==> config.mk <==
export PLATFORM = sky130hd
export DESIGN_NAME = ahb_lite_master
export DESIGN_NICKNAME = d
export VERILOG_FILES = /design/src/rtl/ahb_lite_master.sv
export SDC_FILE = /design/constraint.sdc
export NUM_CORES = 1
export LEC_CHECK = 0
export BUFFER_PORTS_ARGS = -buffer_cell sky130_fd_sc_hd__buf_2
export CAP_MARGIN = 40
export CORE_ASPECT_RATIO = 0.75
export CORE_MARGIN = 2
export CORE_UTILIZATION = 50
export DETAILED_ROUTE_END_ITERATION = 8
export PLACE_DENSITY = 0.79
export SLEW_MARGIN = 10
export SYNTH_ARGS = -nofsm -noshare
export SYNTH_HDL_FRONTEND = slang
export SYNTH_SLANG_ARGS = --single-unit
==> constraint.sdc <==
create_clock -name clk -period 3 [get_ports clk]
set_input_delay 0.15 -clock clk [delete_from_list [all_inputs] [get_ports clk]]
set_output_delay 0.15 -clock clk [all_outputs]
set_load 0.1 [all_outputs]
==> src/rtl/ahb_lite_master.sv <==
// AHB-Lite initiator: turns a request/response stream into single
// NONSEQ transfers with pipelined address and data phases.
module ahb_lite_master #(
  parameter int ADDR_W = 4,
  parameter int CNT_W  = 16
) (
  input  logic              clk,
  input  logic              rst,
  input  logic              req_valid,
  output logic              req_ready,
  input  logic              req_write,
  input  logic [ADDR_W-1:0] req_addr,
  input  logic [1:0]        req_size,
  input  logic [31:0]       req_wdata,
  output logic              rsp_valid,
  output logic              rsp_write,
  output logic [31:0]       rsp_rdata,
  output logic              rsp_error,
  output logic [CNT_W-1:0]  xfer_count,
  output logic [CNT_W-1:0]  err_count,
  output logic              hsel,
  output logic [ADDR_W-1:0] haddr,
  output logic [1:0]        htrans,
  output logic [1:0]        hsize,
  output logic              hwrite,
  output logic [2:0]        hburst,
  output logic [31:0]       hwdata,
  input  logic [31:0]       hrdata,
  input  logic              hready,
  input  logic              hresp
);

  localparam logic [1:0] HT_IDLE   = 2'b00;
  localparam logic [1:0] HT_NONSEQ = 2'b10;

  logic              ap_valid;
  logic [ADDR_W-1:0] ap_addr;
  logic [1:0]        ap_size;
  logic              ap_write;
  logic [31:0]       ap_wdata;

  logic              dp_valid;
  logic              dp_write;
  logic [31:0]       dp_wdata;

  logic              err_blk;
  logic              ap_adv;
  logic              dp_done;
  logic              accept;
  logic [1:0]        size_in;

  // ERROR blocks the address phase in both response cycles
  assign err_blk = dp_valid && hresp;
  assign ap_adv  = ap_valid && hready && !err_blk;
  assign dp_done = dp_valid && hready;

  assign req_ready = !rst && (!ap_valid || ap_adv);
  assign accept    = req_valid && req_ready;

  assign size_in = (req_size == 2'd3) ? 2'd2 : req_size;

  assign htrans = (ap_valid && !err_blk) ? HT_NONSEQ : HT_IDLE;
  assign hsel   = (htrans == HT_NONSEQ);
  assign haddr  = ap_valid ? ap_addr  : '0;
  assign hsize  = ap_valid ? ap_size  : 2'd0;
  assign hwrite = ap_valid ? ap_write : 1'b0;
  assign hburst = 3'd0;
  assign hwdata = dp_wdata;

  always_ff @(posedge clk) begin
    if (rst) begin
      ap_valid <= 1'b0;
      ap_addr  <= '0;
      ap_size  <= 2'd0;
      ap_write <= 1'b0;
      ap_wdata <= 32'd0;
    end else if (accept) begin
      ap_valid <= 1'b1;
      ap_addr  <= req_addr;
      ap_size  <= size_in;
      ap_write <= req_write;
      ap_wdata <= req_wdata;
    end else if (ap_adv) begin
      ap_valid <= 1'b0;
    end
  end

  always_ff @(posedge clk) begin
    if (rst) begin
      dp_valid <= 1'b0;
      dp_write <= 1'b0;
      dp_wdata <= 32'd0;
    end else if (ap_adv) begin
      dp_valid <= 1'b1;
      dp_write <= ap_write;
      dp_wdata <= ap_wdata;
    end else if (dp_done) begin
      dp_valid <= 1'b0;
    end
  end

  always_ff @(posedge clk) begin
    if (rst) begin
      rsp_valid <= 1'b0;
      rsp_write <= 1'b0;
      rsp_rdata <= 32'd0;
      rsp_error <= 1'b0;
    end else begin
      rsp_valid <= dp_done;
      if (dp_done) begin
        rsp_write <= dp_write;
        rsp_rdata <= dp_write ? 32'd0 : hrdata;
        rsp_error <= hresp;
      end
    end
  end

  // counters stick at all-ones
  always_ff @(posedge clk) begin
    if (rst) begin
      xfer_count <= '0;
      err_count  <= '0;
    end else if (dp_done) begin
      if (xfer_count != '1)
        xfer_count <= xfer_count + 1'b1;
      if (hresp && err_count != '1)
        err_count <= err_count + 1'b1;
    end
  end

endmodule
==> summary.txt <==
Synthesis
  • Yosys warning count: 0
  • Mapped Area: between 0.005 and 0.006 mm2
  • Sequential-to-total area share from yosys stat: about half
  • Async set-reset flop share out of synthesis: 0%
  • Syn Inst Count: just under 700
  • Unique masters post-synth: 45
  • Post-Syn Area per Cell: 8.332 um2
  • Number of synthesized register bits: around 140
  • Top_reg_cell synth: dfxtp_1
  • Post-synth EDFFs: 0

Timing
  • Final worst-path cycle share: roughly 82%
  • Final Hold Fails: 0
  • Final TNS setup: 0 ps
  • Hold slack: ~11 ps
  • Final min period: 2471 ps
  • Slew Limit Fails: 0
  • Slew margin rel.: 46.62%
  • Clk_skew: ~8.7 ps
  • RSZ-0062 raised after global routing: no
  • Final setup violation count: 0
  • Worst slew pin tran: between 700 and 800 ps
  • FMAX: 404.7 MHz

Clock tree
  • Clk Latency, worst-skew pair: approximately 410 ps
  • Root Driver: clkbuf_16
  • CTS Buf Count: 17
  • # hold bufs at CTS: 14
  • Post-CTS Setup Inserts: 0
  • Clock sink count: 141
  • CTS Buffer Depth: 2
  • Clock Pin Slew Worst Setup and Hold Paths: 60 ps
  • CTS tree: done
  • Post-cts resize count: 0
  • # H-tree levels: 4

Global route
  • Initial antenna violation count: 0
  • First-pass GRT wire length: between 20 and 25 mm
  • Overall Global Routing Usage: roughly a quarter
  • Number of global-route vias before repair: ~5200
  • Remaining Overflow, GRT: 0
  • Largest net degree at the start of global routing: 76

Final layout
  • Nets: roughly 940
  • Area occupied by multi-input gates: about 0.0025 mm2
  • Register area: between 0.002 and 0.003 mm2
  • Filler Cells Inserted: between 900 and 1000
  • Leading cell type in the layout, fill and taps excluded: buf_2
  • Share of layout cells above drive strength 1: a little over a quarter
  • Number of diodes: 0
  • Commonest cells after routing, fill and taps aside: 183 x buf_2, 141 x dfxtp_1, 117 x nand2_1, 89 x a21oi_1, 46 x nor2_1
  • Area grow syn2layout: 31.92%

Route
  • Total number of vias: ~5600
  • DRT Pass-1 Iters: 5
  • Via density: 5.560
  • Residual DRC: 0
  • Initial DRC Count: 587
  • Total wire length: around 15 mm
  • Wire length per cell: ~15 um
  • DRT antenna net count: 0

Floorplanning
  • Die span in x: 127.5 um
  • Initial core utilization: between 50% and 60%
  • Number of I/O pins: ~190
  • Site row count: 33
  • Die Y: a little under 100 um
  • Core Region: 0.01102 mm2
  • Die Area: ~0.012 mm2

Placed design
  • DP HPWL: approximately 10 mm
  • RePlAce Congestion: 0.8570
  • IO Port Bufs: around 180

Setup path
  • Worst Path Max Fanout: 20
  • Worst setup SP type: flop
  • WP data arrival: roughly 2300 ps
  • Crit path required time: about 2900 ps
  • WS Path Type: reg -> out
  • CP Capture Type: output pin

Status
  • Outcome: finished, final reports clean

Pwr
  • Max VDD drop: between 400 and 500 uV
  • PwrDens: roughly 640 mW/mm2
  • LEAKAGE: around 3.1 nW

Run
  • Max-Cap Viols: 0

Min path
  • Hold Crit Class: in -> reg
==> synth_stat cells, types with 4 or more instances <==
cell | n | area share [%]
nor4_1 | 5 | 0.55
nand3_1 | 10 | 0.88
or4_1 | 13 | 1.7
inv_1 | 44 | 2.9
o21ai_0 | 7 | 0.61
nor3b_1 | 33 | 4.3
or3_1 | 8 | 0.88
nor2_1 | 46 | 3.0
nand4_1 | 8 | 0.88
o32ai_1 | 39 | 6.0
nand2_1 | 118 | 7.7
dfxtp_1 | 141 | 49
nor2b_1 | 4 | 0.44
buf_1 | 5 | 0.33
clkbuf_1 | 43 | 2.8
a21oi_1 | 89 | 7.8
and2_1 | 10 | 1.1
buf_4 | 5 | 0.66
o31ai_1 | 12 | 1.6
nor3_1 | 6 | 0.53
==> logic make-up after synthesis <==
family / after synthesis / share of synthesized area, %
AND/OR/NAND/NOR: 277 / 24.26
AO/OA/AOI/OAI: 161 / 18.06
flip-flops: 141 / 49.39
buffers and inverters: 99 / 6.874
multiplexers: 4 / 0.7662
adder cells (fa/ha/maj): 2 / 0.4378
other: 1 / 0.06561
XOR/XNOR: 1 / 0.1533
==> worst max-delay path, stage by stage (launching register included) <==
cell      delay [ps]
dfxtp_1          440
a21boi_4         260
a21boi_0         170
or2_2            490
inv_1            110
buf_2            430
==> per-layer routing <==
| metal | global-route usage (%) | wire length, um | up-vias |
|---|---|---|---|
| met5 | 0 | 0 | - |
| met4 | 9.066 | 289 | 0 |
| met3 | 7.104 | 1219 | 25 |
| met2 | 40.69 | 7419 | 249 |
| met1 | 31.31 | 6449 | 2622 |
| li1 | - | - | 2753 |
==> area by class of cell <==
| class | count | share of cell area [%] |
|---|---|---|
| inverters | 44 | 2.191 |
| repair buffers | 210 | 15.67 |
| flip-flops and latches | 141 | 37.44 |
| clock buffers | 19 | 6.007 |
| multi-input cells | 449 | 33.55 |
| clock inverters | 13 | 2.821 |
| well taps | 140 | 2.323 |
==> metrics by stage <==
stage | setup WS, ps | cells | cell area (um2) | util, % | total power (W)
after global placement | 977.5 | 966 | 6676 | 60.56 | 0.002479
final | 529.0 | 1016 | 7540 | 68.39 | 0.004815
after CTS | 532.5 | 1013 | 7510 | 68.12 | 0.004830
after floorplan | 298.5 | 689 | 5738 | - | 0.002377
after detailed placement | 914.5 | 967 | 6704 | 60.81 | 0.002491
after global routing | 402.8 | 1016 | 7540 | 68.39 | 0.004970
==> report_power, final <==
group / total [W] / internal (W) / switching, W
logic: 0.000507 / 0.000135 / 0.000372
registers: 0.00197 / 0.00193 / 0.0000343
clock network: 0.00234 / 0.00152 / 0.000816
total: 0.00482 / 0.00359 / 0.00122
==> registers in the layout, indices dropped and copies added (netlist names) <==
register / cells
ap_size: 2
rsp_write: 1
rsp_error: 1
xfer_count: 16
ap_addr: 4
ap_write: 1
ap_wdata: 32
err_count: 16
ap_valid: 1
dp_write: 1
rsp_valid: 1
hwdata: 32
dp_valid: 1
rsp_rdata: 32
==> path summary, 6_finish.rpt <==
check                             from                          to  cells past startpoint  slack (ps)
max              ap_valid$_SDFFE_PP0P_                   req_ready                      5         530
min                      req_wdata[23]   ap_wdata[23]$_SDFFE_PP0P_                      3          10
max reg2reg  err_count[1]$_SDFFE_PP0P_  err_count[10]$_SDFFE_PP0P_                      5         810
min reg2reg  ap_wdata[11]$_SDFFE_PP0P_     hwdata[11]$_SDFFE_PP0P_                      2         450
No activity file was read; power rests on OpenSTA's default activity.
